--- config.mk ---
export PLATFORM = sky130hd
export DESIGN_NAME = enable_debouncer
export DESIGN_NICKNAME = d
export VERILOG_FILES = /design/src/rtl/dbnc_pkg.sv /design/src/rtl/sync_2ff.sv /design/src/rtl/enable_debouncer.sv
export SDC_FILE = /design/constraint.sdc
export NUM_CORES = 1
export LEC_CHECK = 0
export ABC_AREA = 1
export ABC_CLOCK_PERIOD_IN_PS = 1900
export BUFFER_PORTS_ARGS = -buffer_cell sky130_fd_sc_hd__buf_4
export CORE_MARGIN = 5
export CORE_UTILIZATION = 55
export CTS_CLUSTER_DIAMETER = 80
export CTS_CLUSTER_SIZE = 25
export DETAILED_ROUTE_END_ITERATION = 7
export HOLD_SLACK_MARGIN = 0.02
export PLACE_DENSITY = 0.73
export SETUP_SLACK_MARGIN = 0.15
export SKIP_CTS_REPAIR_TIMING = 1
export SLEW_MARGIN = 25
export SYNTH_ARGS = -nofsm -noshare
export SYNTH_HDL_FRONTEND = slang
export SYNTH_SLANG_ARGS = --single-unit
--- constraint.sdc ---
create_clock -name clock -period 1.9 [get_ports clock]
set_input_delay 0.095 -clock clock [delete_from_list [all_inputs] [get_ports clock]]
set_output_delay 0.095 -clock clock [all_outputs]
set_load 0.05 [all_outputs]
--- src/rtl/dbnc_pkg.sv ---
// rtl/dbnc_pkg.sv - shared state encoding and defaults for the button debouncer
package dbnc_pkg;

  typedef enum logic [1:0] {
    LOW     = 2'd0,
    WAIT_HI = 2'd1,
    HIGH    = 2'd2,
    WAIT_LO = 2'd3
  } dbnc_state_t;

  // Board clock default: about 10 ms of stable level at 100 MHz.
  localparam int unsigned DEFAULT_STABLE_CYCLES = 1_000_000;

endpackage

--- src/rtl/sync_2ff.sv ---
// rtl/sync_2ff.sv - 1-bit two-flop synchroniser with synchronous reset to 0
module sync_2ff (
  input  logic clock,
  input  logic reset,
  input  logic d,
  output logic q
);

  logic s1;
  logic s2;

  always_ff @(posedge clock) begin
    if (reset) begin
      s1 <= 1'b0;
      s2 <= 1'b0;
    end else begin
      s1 <= d;
      s2 <= s1;
    end
  end

  assign q = s2;

endmodule

--- src/rtl/enable_debouncer.sv ---
// rtl/enable_debouncer.sv - debounced push-button that toggles a run/stop enable level
module enable_debouncer
  import dbnc_pkg::*;
#(
  parameter int unsigned STABLE_CYCLES = DEFAULT_STABLE_CYCLES,
  parameter int unsigned CNT_W         = 20
) (
  input  logic clock,
  input  logic reset,
  input  logic btn_raw,
  output logic btn_clean,
  output logic press_pulse,
  output logic enable
);

  localparam logic [CNT_W-1:0] CNT_ONE  = CNT_W'(1);
  localparam logic [CNT_W-1:0] CNT_LAST = CNT_W'(STABLE_CYCLES - 1);

  logic             s2;
  dbnc_state_t      state;
  logic [CNT_W-1:0] cnt;

  sync_2ff u_sync (
    .clock (clock),
    .reset (reset),
    .d     (btn_raw),
    .q     (s2)
  );

  // cnt holds the number of consecutive matching samples already seen, so the
  // N-th sample is the one that arrives while cnt equals N-1.
  always_ff @(posedge clock) begin
    if (reset) begin
      state       <= LOW;
      cnt         <= '0;
      btn_clean   <= 1'b0;
      press_pulse <= 1'b0;
      enable      <= 1'b0;
    end else begin
      press_pulse <= 1'b0;
      case (state)
        LOW: begin
          if (s2) begin
            state <= WAIT_HI;
            cnt   <= CNT_ONE;
          end
        end
        WAIT_HI: begin
          if (!s2) begin
            state <= LOW;
            cnt   <= '0;
          end else if (cnt == CNT_LAST) begin
            state       <= HIGH;
            cnt         <= '0;
            btn_clean   <= 1'b1;
            press_pulse <= 1'b1;
            enable      <= ~enable;
          end else begin
            cnt <= cnt + CNT_ONE;
          end
        end
        HIGH: begin
          if (!s2) begin
            state <= WAIT_LO;
            cnt   <= CNT_ONE;
          end
        end
        WAIT_LO: begin
          if (s2) begin
            state <= HIGH;
            cnt   <= '0;
          end else if (cnt == CNT_LAST) begin
            state     <= LOW;
            cnt       <= '0;
            btn_clean <= 1'b0;
          end else begin
            cnt <= cnt + CNT_ONE;
          end
        end
        default: begin
          state <= LOW;
          cnt   <= '0;
        end
      endcase
    end
  end

endmodule

==> results of run 1 <==
[final cells by class]
type                            instances  share of cell area
Timing Repair Buffer                   10              0.0493
Sequential cell                        27               0.323
Inverter                               30              0.0688
Clock inverter                          1             0.00448
Clock buffer                            3              0.0135
Tap cell                               31              0.0232
Multi-Input combinational cell        170               0.518
[path summary, 6_finish.rpt]
kind         slack (ns)                   end                 start  depth (start not counted)
max                0.37  cnt[15]$_SDFFE_PP0P_   cnt[0]$_SDFFE_PP0P_                          8
min                0.43   u_sync.q$_SDFF_PP0_  u_sync.s1$_SDFF_PP0_                          2
max reg2reg        0.37  cnt[15]$_SDFFE_PP0P_   cnt[0]$_SDFFE_PP0P_                          8
min reg2reg        0.43   u_sync.q$_SDFF_PP0_  u_sync.s1$_SDFF_PP0_                          2
[per-layer routing]
layer	track usage	wire, um
met1	0.221	1510
met2	0.263	1420
met3	0.0270	101
met4	0.0557	46
met5	0	0
[through the flow]
step / cell area (um^2) / instances
3_3_place_gp: 1610 / 265
4_1_cts: 1640 / 269
6_report: 1670 / 272
5_1_grt: 1670 / 272
2_1_floorplan: 1550 / 231
3_5_place_dp: 1610 / 265
[kinds of logic (layout without fill, tap and decap cells)]
logic type | Yosys count | count (layout) | share of synthesized area
AND/OR/NAND/NOR | 131 | 131 | 0.394
AO/OA/AOI/OAI | 31 | 31 | 0.119
buffers and inverters | 34 | 44 | 0.0905
flip-flops | 27 | 27 | 0.349
XOR/XNOR | 7 | 7 | 0.0396
adder cells (fa/ha/maj) | 1 | 1 | 0.00808
[sequential cells by signal, indices dropped and copies added (netlist names), named ones only]
register / cells
btn_clean: 1
enable: 1
u_sync.q: 1
press_pulse: 1
u_sync.s1: 1
state: 1
cnt: 20
[synth_stat cells]
| cell | n | area share |
|---|---|---|
| nand4_1 | 3 | 0.012 |
| and3_1 | 1 | 0.0040 |
| a21oi_1 | 13 | 0.042 |
| nor3_1 | 2 | 0.0065 |
| nor2_4 | 1 | 0.0073 |
| nand3_1 | 13 | 0.042 |
| buf_6 | 1 | 0.0073 |
| nand2_1 | 59 | 0.14 |
| o21ai_0 | 9 | 0.029 |
| nor2_1 | 29 | 0.070 |
| buf_2 | 2 | 0.0065 |
| clkbuf_1 | 1 | 0.0024 |
| xnor2_1 | 2 | 0.011 |
| nor3_2 | 1 | 0.0065 |
| nor2_2 | 8 | 0.032 |
| nand2_2 | 10 | 0.040 |
| inv_1 | 27 | 0.065 |
| xor2_1 | 5 | 0.028 |
| inv_2 | 2 | 0.0049 |
| o21a_1 | 1 | 0.0049 |
| o21bai_2 | 1 | 0.0073 |
| dfxtp_1 | 27 | 0.35 |
| o21ai_1 | 1 | 0.0032 |
| nand2_4 | 1 | 0.0073 |
| or2_2 | 1 | 0.0040 |
| nand3_2 | 1 | 0.0065 |
| ha_1 | 1 | 0.0081 |
| inv_4 | 1 | 0.0040 |
| a21oi_2 | 4 | 0.023 |
| o211ai_1 | 2 | 0.0097 |
| nand3_4 | 1 | 0.011 |
[report_power, final]
| group | internal, W | total (W) | switching (W) |
|---|---|---|---|
| Sequential | 0.000581 | 0.000597 | 0.0000159 |
| Combinational | 0.0000514 | 0.000142 | 0.0000901 |
| Clock | 0.0000808 | 0.000263 | 0.000182 |
[critical path, cell delays in order (launching register included)]
cell and delay (ns):
dfxtp_1 0.41, ha_1 0.22, nand3_1 0.10, nor2_2 0.17
nand3_4 0.15, nand2_4 0.14, inv_4 0.11, nand2_1 0.08
a21oi_1 0.06
==> flow_summary.ini, run 1 <==
[drt]
wirelength_um = 3070
drt_first_pass_iters = 4
wl_per_cell_um = 11.3
vias = 1397
via_per_inst = 5.14
ant_nets = 0
drt_iter0_markers = 78
route.detailed.drc = 0

[synth]
yosys_warnings = 0
yosysUniqueCellTypes = 31
synth_seq_area_share = 0.349
netlist_instances = 231
avgSynthCellArea_um2 = 6.70
synth_nets = 235
netlist_area_mm2 = 0.00155
ys_seq_elements = 27

[placed_design]
io_buffers = 5
dp_hpwl_um = 2250
dpl_worst_slack_ns = 0.372
gp_congestion = 0.943

[cts]
cts_tree = yes
clk_root_buffer_cell = clkbuf_4
htree_levels = 1
clkSinkCount = 27
clockBufferDepth = 2
clock_latency_ns = 0.34
cts.clk_slew.worst_paths_ns = 0.15
numCtsBuffers = 3

[grt]
antenna_found_initial = 0
track_usage = 0.164
grt_max_degree = 17
grt_pass1_wl_um = 5400
grt_pass1_vias = 1226
overflow = 0

[worst_setup_path]
crit_fanout = 13
path_class = reg -> reg
arrival_ns = 1.78
cp_data_required_time_ns = 2.15
startpoint_type = register
worstSetupEndpointType = register

[die]
die_w_um = 63.0
die_area_mm2 = 0.00397
boundaryPins = 6
rows = 19
die_h_um = 63.0
core_mm2 = 0.00273
start_util = 0.566

[timing]
whs_ns = 0.432
rsz0062_at_grt = no
finalSetupViolCount = 0
worst_pin_slew_ns = 0.484
fin_crit_ns = 1.53
slew_viol_final = 0
clock_skew_ns = 0.00420
setup-tns-final_ns = 0
clock.fmax_ghz = 0.654
post-route-period-util = 0.805
relSlewSlack = 0.677
hold_viol = 0
layout_setup_ws_ns = 0.371

[worst_hold_path]
hold_path_class = reg -> reg

[final_layout]
seqCellArea_um2 = 541
final_core_util = 0.612
nets = 246
antennaDiodeCount = 0
layout_commonest_cell = nand2_1
area_delta_synth_final_pct = 8.17
drive_above_1_share = 0.178
n_fill_cell = 265
final_cell_mix = nand2_1, nor2_1, inv_1, dfxtp_1
multi_input_area_um2 = 867

[outcome]
outcome = complete, no violations

[power]
p_leak_nw = 0.618
p_per_area_mw_per_mm2 = 598
p_total_w = 0.00100
ir_drop_v = 0.000481

[job]
cap_violations = 0
Note: power is estimated with default switching activity, not from simulation.
==> run 2, diff against run 1 <==
ABC_CLOCK_PERIOD_IN_PS = 1600   (was 1900)
clock period = 1.6 ns   (was 1.9 ns; I/O delays follow)
==> run 2 against run 1 <==
  * Register-to-register slack worse by 0.16 ns
  * Critical path depth unchanged
  * Via count rose by 2.2%
  * First-iteration DRC count down 14%
  * Cell count up 1.5%
  * Clock skew up 0.00068 ns
  * Fmax is 9.9% higher
  * Clock power up 16%
  * Combinational power increased by 23%
  * Sequential power is 19% higher
  * Global-route usage about the same
  * Largest cell class unchanged
  * Largest power group unchanged
  * Highest routed layer unchanged
==> flow_summary.ini, run 2 (synthesized netlist as in run 1, its figures left out) <==
[grt]
grt_pass1_wl_um = 5370
overflow = 0
grt_pass1_vias = 1263
grt_max_degree = 17
antenna_found_initial = 0
track_usage = 0.165

[timing]
post-route-period-util = 0.870
slew_viol_final = 0
hold_viol = 0
clock.fmax_ghz = 0.719
fin_crit_ns = 1.39
finalSetupViolCount = 0
rsz0062_at_grt = yes
setup-tns-final_ns = 0
whs_ns = 0.417
worst_pin_slew_ns = 0.514
clock_skew_ns = 0.00488
relSlewSlack = 0.657

[die]
die_h_um = 63.0
rows = 19
core_mm2 = 0.00273
die_area_mm2 = 0.00397
boundaryPins = 6
die_w_um = 63.0
start_util = 0.566

[drt]
drt_iter0_markers = 67
via_per_inst = 5.17
route.detailed.drc = 0
wirelength_um = 3280
vias = 1428
ant_nets = 0
wl_per_cell_um = 11.9
drt_first_pass_iters = 4

[cts]
htree_levels = 1
clockBufferDepth = 2
numCtsBuffers = 3
clk_root_buffer_cell = clkbuf_4
cts.clk_slew.worst_paths_ns = 0.15
clkSinkCount = 27
cts_tree = yes
clock_latency_ns = 0.33

[worst_setup_path]
startpoint_type = register
crit_fanout = 13
path_class = reg -> reg
arrival_ns = 1.63
slowest_delay_ns = 0.40
slowest_stage = dfxtp_4
worstSetupEndpointType = register
worstPathCellList = ha_4, nand3_2, nor2_4, nand3_4, nand2_4, inv_4, nand2_1, a21oi_2
r2r_slack_ns = 0.21
cp_data_required_time_ns = 1.84

[placed_design]
gp_congestion = 0.921
dp_hpwl_um = 2300
io_buffers = 5
placed_area_mm2 = 0.00161

[final_layout]
drive_above_1_share = 0.286
layout_commonest_cell = nand2_1
fin_area_mm2 = 0.00179
antennaDiodeCount = 0
area_delta_synth_final_pct = 15.4
regMostFlops = cnt
nets = 250
final_cell_mix = nand2_1, nor2_1, inv_1
n_fill_cell = 226
largest_register_ffs = 20

[power]
ir_drop_v = 0.000608
p_leak_nw = 0.661
p_total_w = 0.00119
p_per_area_mw_per_mm2 = 667

[worst_hold_path]
hold_path_class = reg -> reg

[outcome]
outcome = complete, no violations

[job]
cap_violations = 0
[run 2: worst paths after layout]
kind	to	cells past startpoint	from
worst min register to register	u_sync.q$_SDFF_PP0_	2	u_sync.s1$_SDFF_PP0_
worst min-delay path	u_sync.q$_SDFF_PP0_	2	u_sync.s1$_SDFF_PP0_
worst max-delay path	cnt[12]$_SDFFE_PP0P_	8	cnt[1]$_SDFFE_PP0P_
worst max register to register	cnt[12]$_SDFFE_PP0P_	8	cnt[1]$_SDFFE_PP0P_
[run 2: where the power goes]
part / switching, W / leakage (nW) / internal [W] / total (W)
registers: 0.0000218 / 0.227 / 0.000689 / 0.000711
clock network: 0.000210 / 0.0139 / 0.0000956 / 0.000306
logic: 0.000112 / 0.420 / 0.0000637 / 0.000175
total: 0.000344 / 0.661 / 0.000848 / 0.00119
[run 2: critical path: cells and delay by family, from the launching register on]
family | cells | cell delay, ns
buf+inv | 1 | 0.10
fa+ha+maj | 1 | 0.16
flops | 1 | 0.40
simple gates | 5 | 0.60
compound gates | 1 | 0.05
[run 2: per-stage QoR]
stage / util / std cells / worst slack, ns
final: 0.654 / 276 / 0.208
after global routing: 0.654 / 276 / 0.108
after CTS: 0.601 / 269 / 0.0711
after detailed placement: 0.590 / 265 / 0.0769
after global placement: 0.590 / 265 / 0.0858
after floorplan: - / 231 / 0.169
[run 2: layer usage]
metal  track usage  up-vias  routed length [um]  part of all wire
met4        0.0637        0                  63             0.019
met1         0.217      639                1550              0.47
li1              -      754                   -                 -
met2         0.259       26                1560              0.48
met5             0        -                   0                 0
met3        0.0360        9                 106             0.032
[run 2: cell type report]
| class | instances | area [um^2] | share of cell area |
|---|---|---|---|
| clock inverters | 1 | 7.51 | 0.00420 |
| well taps | 31 | 38.8 | 0.0217 |
| flip-flops and latches | 27 | 571 | 0.319 |
| repair buffers | 14 | 113 | 0.0630 |
| clock buffers | 3 | 22.5 | 0.0126 |
| multi-input cells | 170 | 920 | 0.515 |
| inverters | 30 | 115 | 0.0644 |
==> run 3, diff against run 2 <==
PLACE_DENSITY = 0.74   (was 0.73)
SLEW_MARGIN = 20   (was 25)
==> run 3 against run 2 <==
  * Sequential power about the same
  * First-iteration DRC count grew 1.5%
  * Die area unchanged
  * Sequential share of layout area fell by 0.28 points
  * Via count fell by 1.9%
  * Clock-buffer cell count unchanged
  * Design area did not move
  * Critical endpoint is now cnt[16]$_SDFFE_PP0P_
  * Largest cell class unchanged
  * Largest power group unchanged
==> flow_summary.ini, run 3 (synthesized netlist as in run 1, its figures left out) <==
[outcome]
outcome = complete, no violations

[grt]
track_usage = 0.173
grt_max_degree = 17
overflow = 0
antenna_found_initial = 0
grt_pass1_vias = 1291
grt_pass1_wl_um = 5710

[timing]
post-route-period-util = 0.873
fin_crit_ns = 1.40
hold_viol = 0
layout_setup_ws_ns = 0.204
rsz0062_at_grt = yes
slew_viol_final = 0
finalSetupViolCount = 0
relSlewSlack = 0.654
worst_pin_slew_ns = 0.518
clock.fmax_ghz = 0.716
setup-tns-final_ns = 0
clock_skew_ns = 0.00346

[cts]
cts.clk_slew.worst_paths_ns = 0.15
htree_levels = 1
clockBufferDepth = 2
clock_latency_ns = 0.33
clk_root_buffer_cell = clkbuf_4
cts_tree = yes
numCtsBuffers = 3
clkSinkCount = 27

[worst_setup_path]
critical_path.top_delay_family = simple AND/OR/NAND/NOR gates
cp_data_required_time_ns = 1.88
reg2reg_depth = 9
worstReg2RegStart = cnt[1]$_SDFFE_PP0P_
slowest_stage = dfxtp_4
worstSetupEndpointType = register
worstPathCellList = ha_4, nand2_2, nor2_4, nand2_2, nor2_4, inv_2, o21bai_2, nand2_1, a21oi_2
rr_endpoint = cnt[16]$_SDFFE_PP0P_
crit_fanout = 3
path_class = reg -> reg
r2r_slack_ns = 0.20
startpoint_type = register
slowest_delay_ns = 0.39
path_buf_inv = 1
arrival_ns = 1.67

[final_layout]
regMostFlops = cnt
final_cell_mix = nand2_1, nor2_1, inv_1
fin_area_mm2 = 0.00179
layout_commonest_cell = nand2_1
largest_register_ffs = 20
n_fill_cell = 252
drive_above_1_share = 0.286
area_delta_synth_final_pct = 15.4
nets = 250
fin_cells = 276
final_core_util = 0.654
antennaDiodeCount = 0

[drt]
drt_first_pass_iters = 4
vias = 1401
drt_iter0_markers = 68
wl_per_cell_um = 12.1
via_per_inst = 5.08
route.detailed.drc = 0
ant_nets = 0
wirelength_um = 3340

[worst_hold_path]
hp-start = u_sync.s1$_SDFF_PP0_
hold_path_class = reg -> reg
holdPathEnd = u_sync.q$_SDFF_PP0_
whs_path_depth = 2

[die]
start_util = 0.566
die_w_um = 63.0
boundaryPins = 6
rows = 19
die_area_mm2 = 0.00397
die_h_um = 63.0
core_mm2 = 0.00273

[power]
p_leak_nw = 0.653
p_per_area_mw_per_mm2 = 672
ir_drop_v = 0.000578

[placed_design]
dp_hpwl_um = 2310
placed_cells = 265
io_buffers = 5
placed_area_mm2 = 0.00161
dpl_worst_slack_ns = 0.0754
gp_congestion = 0.911

[job]
cap_violations = 0
[run 3: cell types whose count changed in the layout (fill, tap and decap cells not counted), sizes merged]
cell and change:
clkinvlp -1, clkinv +1
[run 3: worst reg2reg max path: cells and delay by family, from the launching register on]
family                     cells  cell delay (ns)
and+or+nand+nor                5             0.52
DFF                            1             0.39
AOI/OAI and AO/OA              2             0.22
adders and majority gates      1             0.15
buffers and inverters          1             0.05
[run 3: cell type report]
type	instances	area, um^2	share of cell area
timing repair buffer	14	113	0.0630
multi-input combinational	170	925	0.518
tap	31	38.8	0.0217
clock inverter	1	5.00	0.00280
inverter	30	118	0.0658
clock buffer	3	22.5	0.0126
sequential	27	566	0.317
[run 3: worst max path at each step]
stage	startpoint	end	slack [ns]	cells past startpoint
global route	cnt[1]$_SDFFE_PP0P_	cnt[12]$_SDFFE_PP0P_	0.11	8
finish	cnt[1]$_SDFFE_PP0P_	cnt[16]$_SDFFE_PP0P_	0.20	9
CTS	cnt[0]$_SDFFE_PP0P_	cnt[12]$_SDFFE_PP0P_	0.06	8
floorplan	cnt[0]$_SDFFE_PP0P_	cnt[3]$_SDFFE_PP0P_	0.17	9
detailed placement	cnt[0]$_SDFFE_PP0P_	cnt[16]$_SDFFE_PP0P_	0.08	8
global placement	cnt[0]$_SDFFE_PP0P_	cnt[12]$_SDFFE_PP0P_	0.09	8
[run 3: metrics by stage]
| stage | hold slack, ns | power, W |
|---|---|---|
| floorplan | 0.187 | 0.000835 |
| global placement | 0.282 | 0.000890 |
| detailed placement | 0.292 | 0.000891 |
| CTS | -0.0692 | 0.00119 |
| global route | 0.462 | 0.00127 |
| finish | 0.436 | 0.00120 |
[run 3: routing by layer]
metal  GRT usage  vias up  routed length, um
met3      0.0324        4                 60
met4      0.0584        0                 30
met2       0.276       10               1630
met5           0        -                  0
li1            -      754                  -
met1       0.232      633               1620
[run 3: report_power, final]
group | internal (W) | leakage (nW) | total (W) | switching (W)
combinational | 0.0000665 | 0.409 | 0.000181 | 0.000115
sequential | 0.000691 | 0.226 | 0.000713 | 0.0000220
clock | 0.0000941 | 0.0177 | 0.000307 | 0.000213
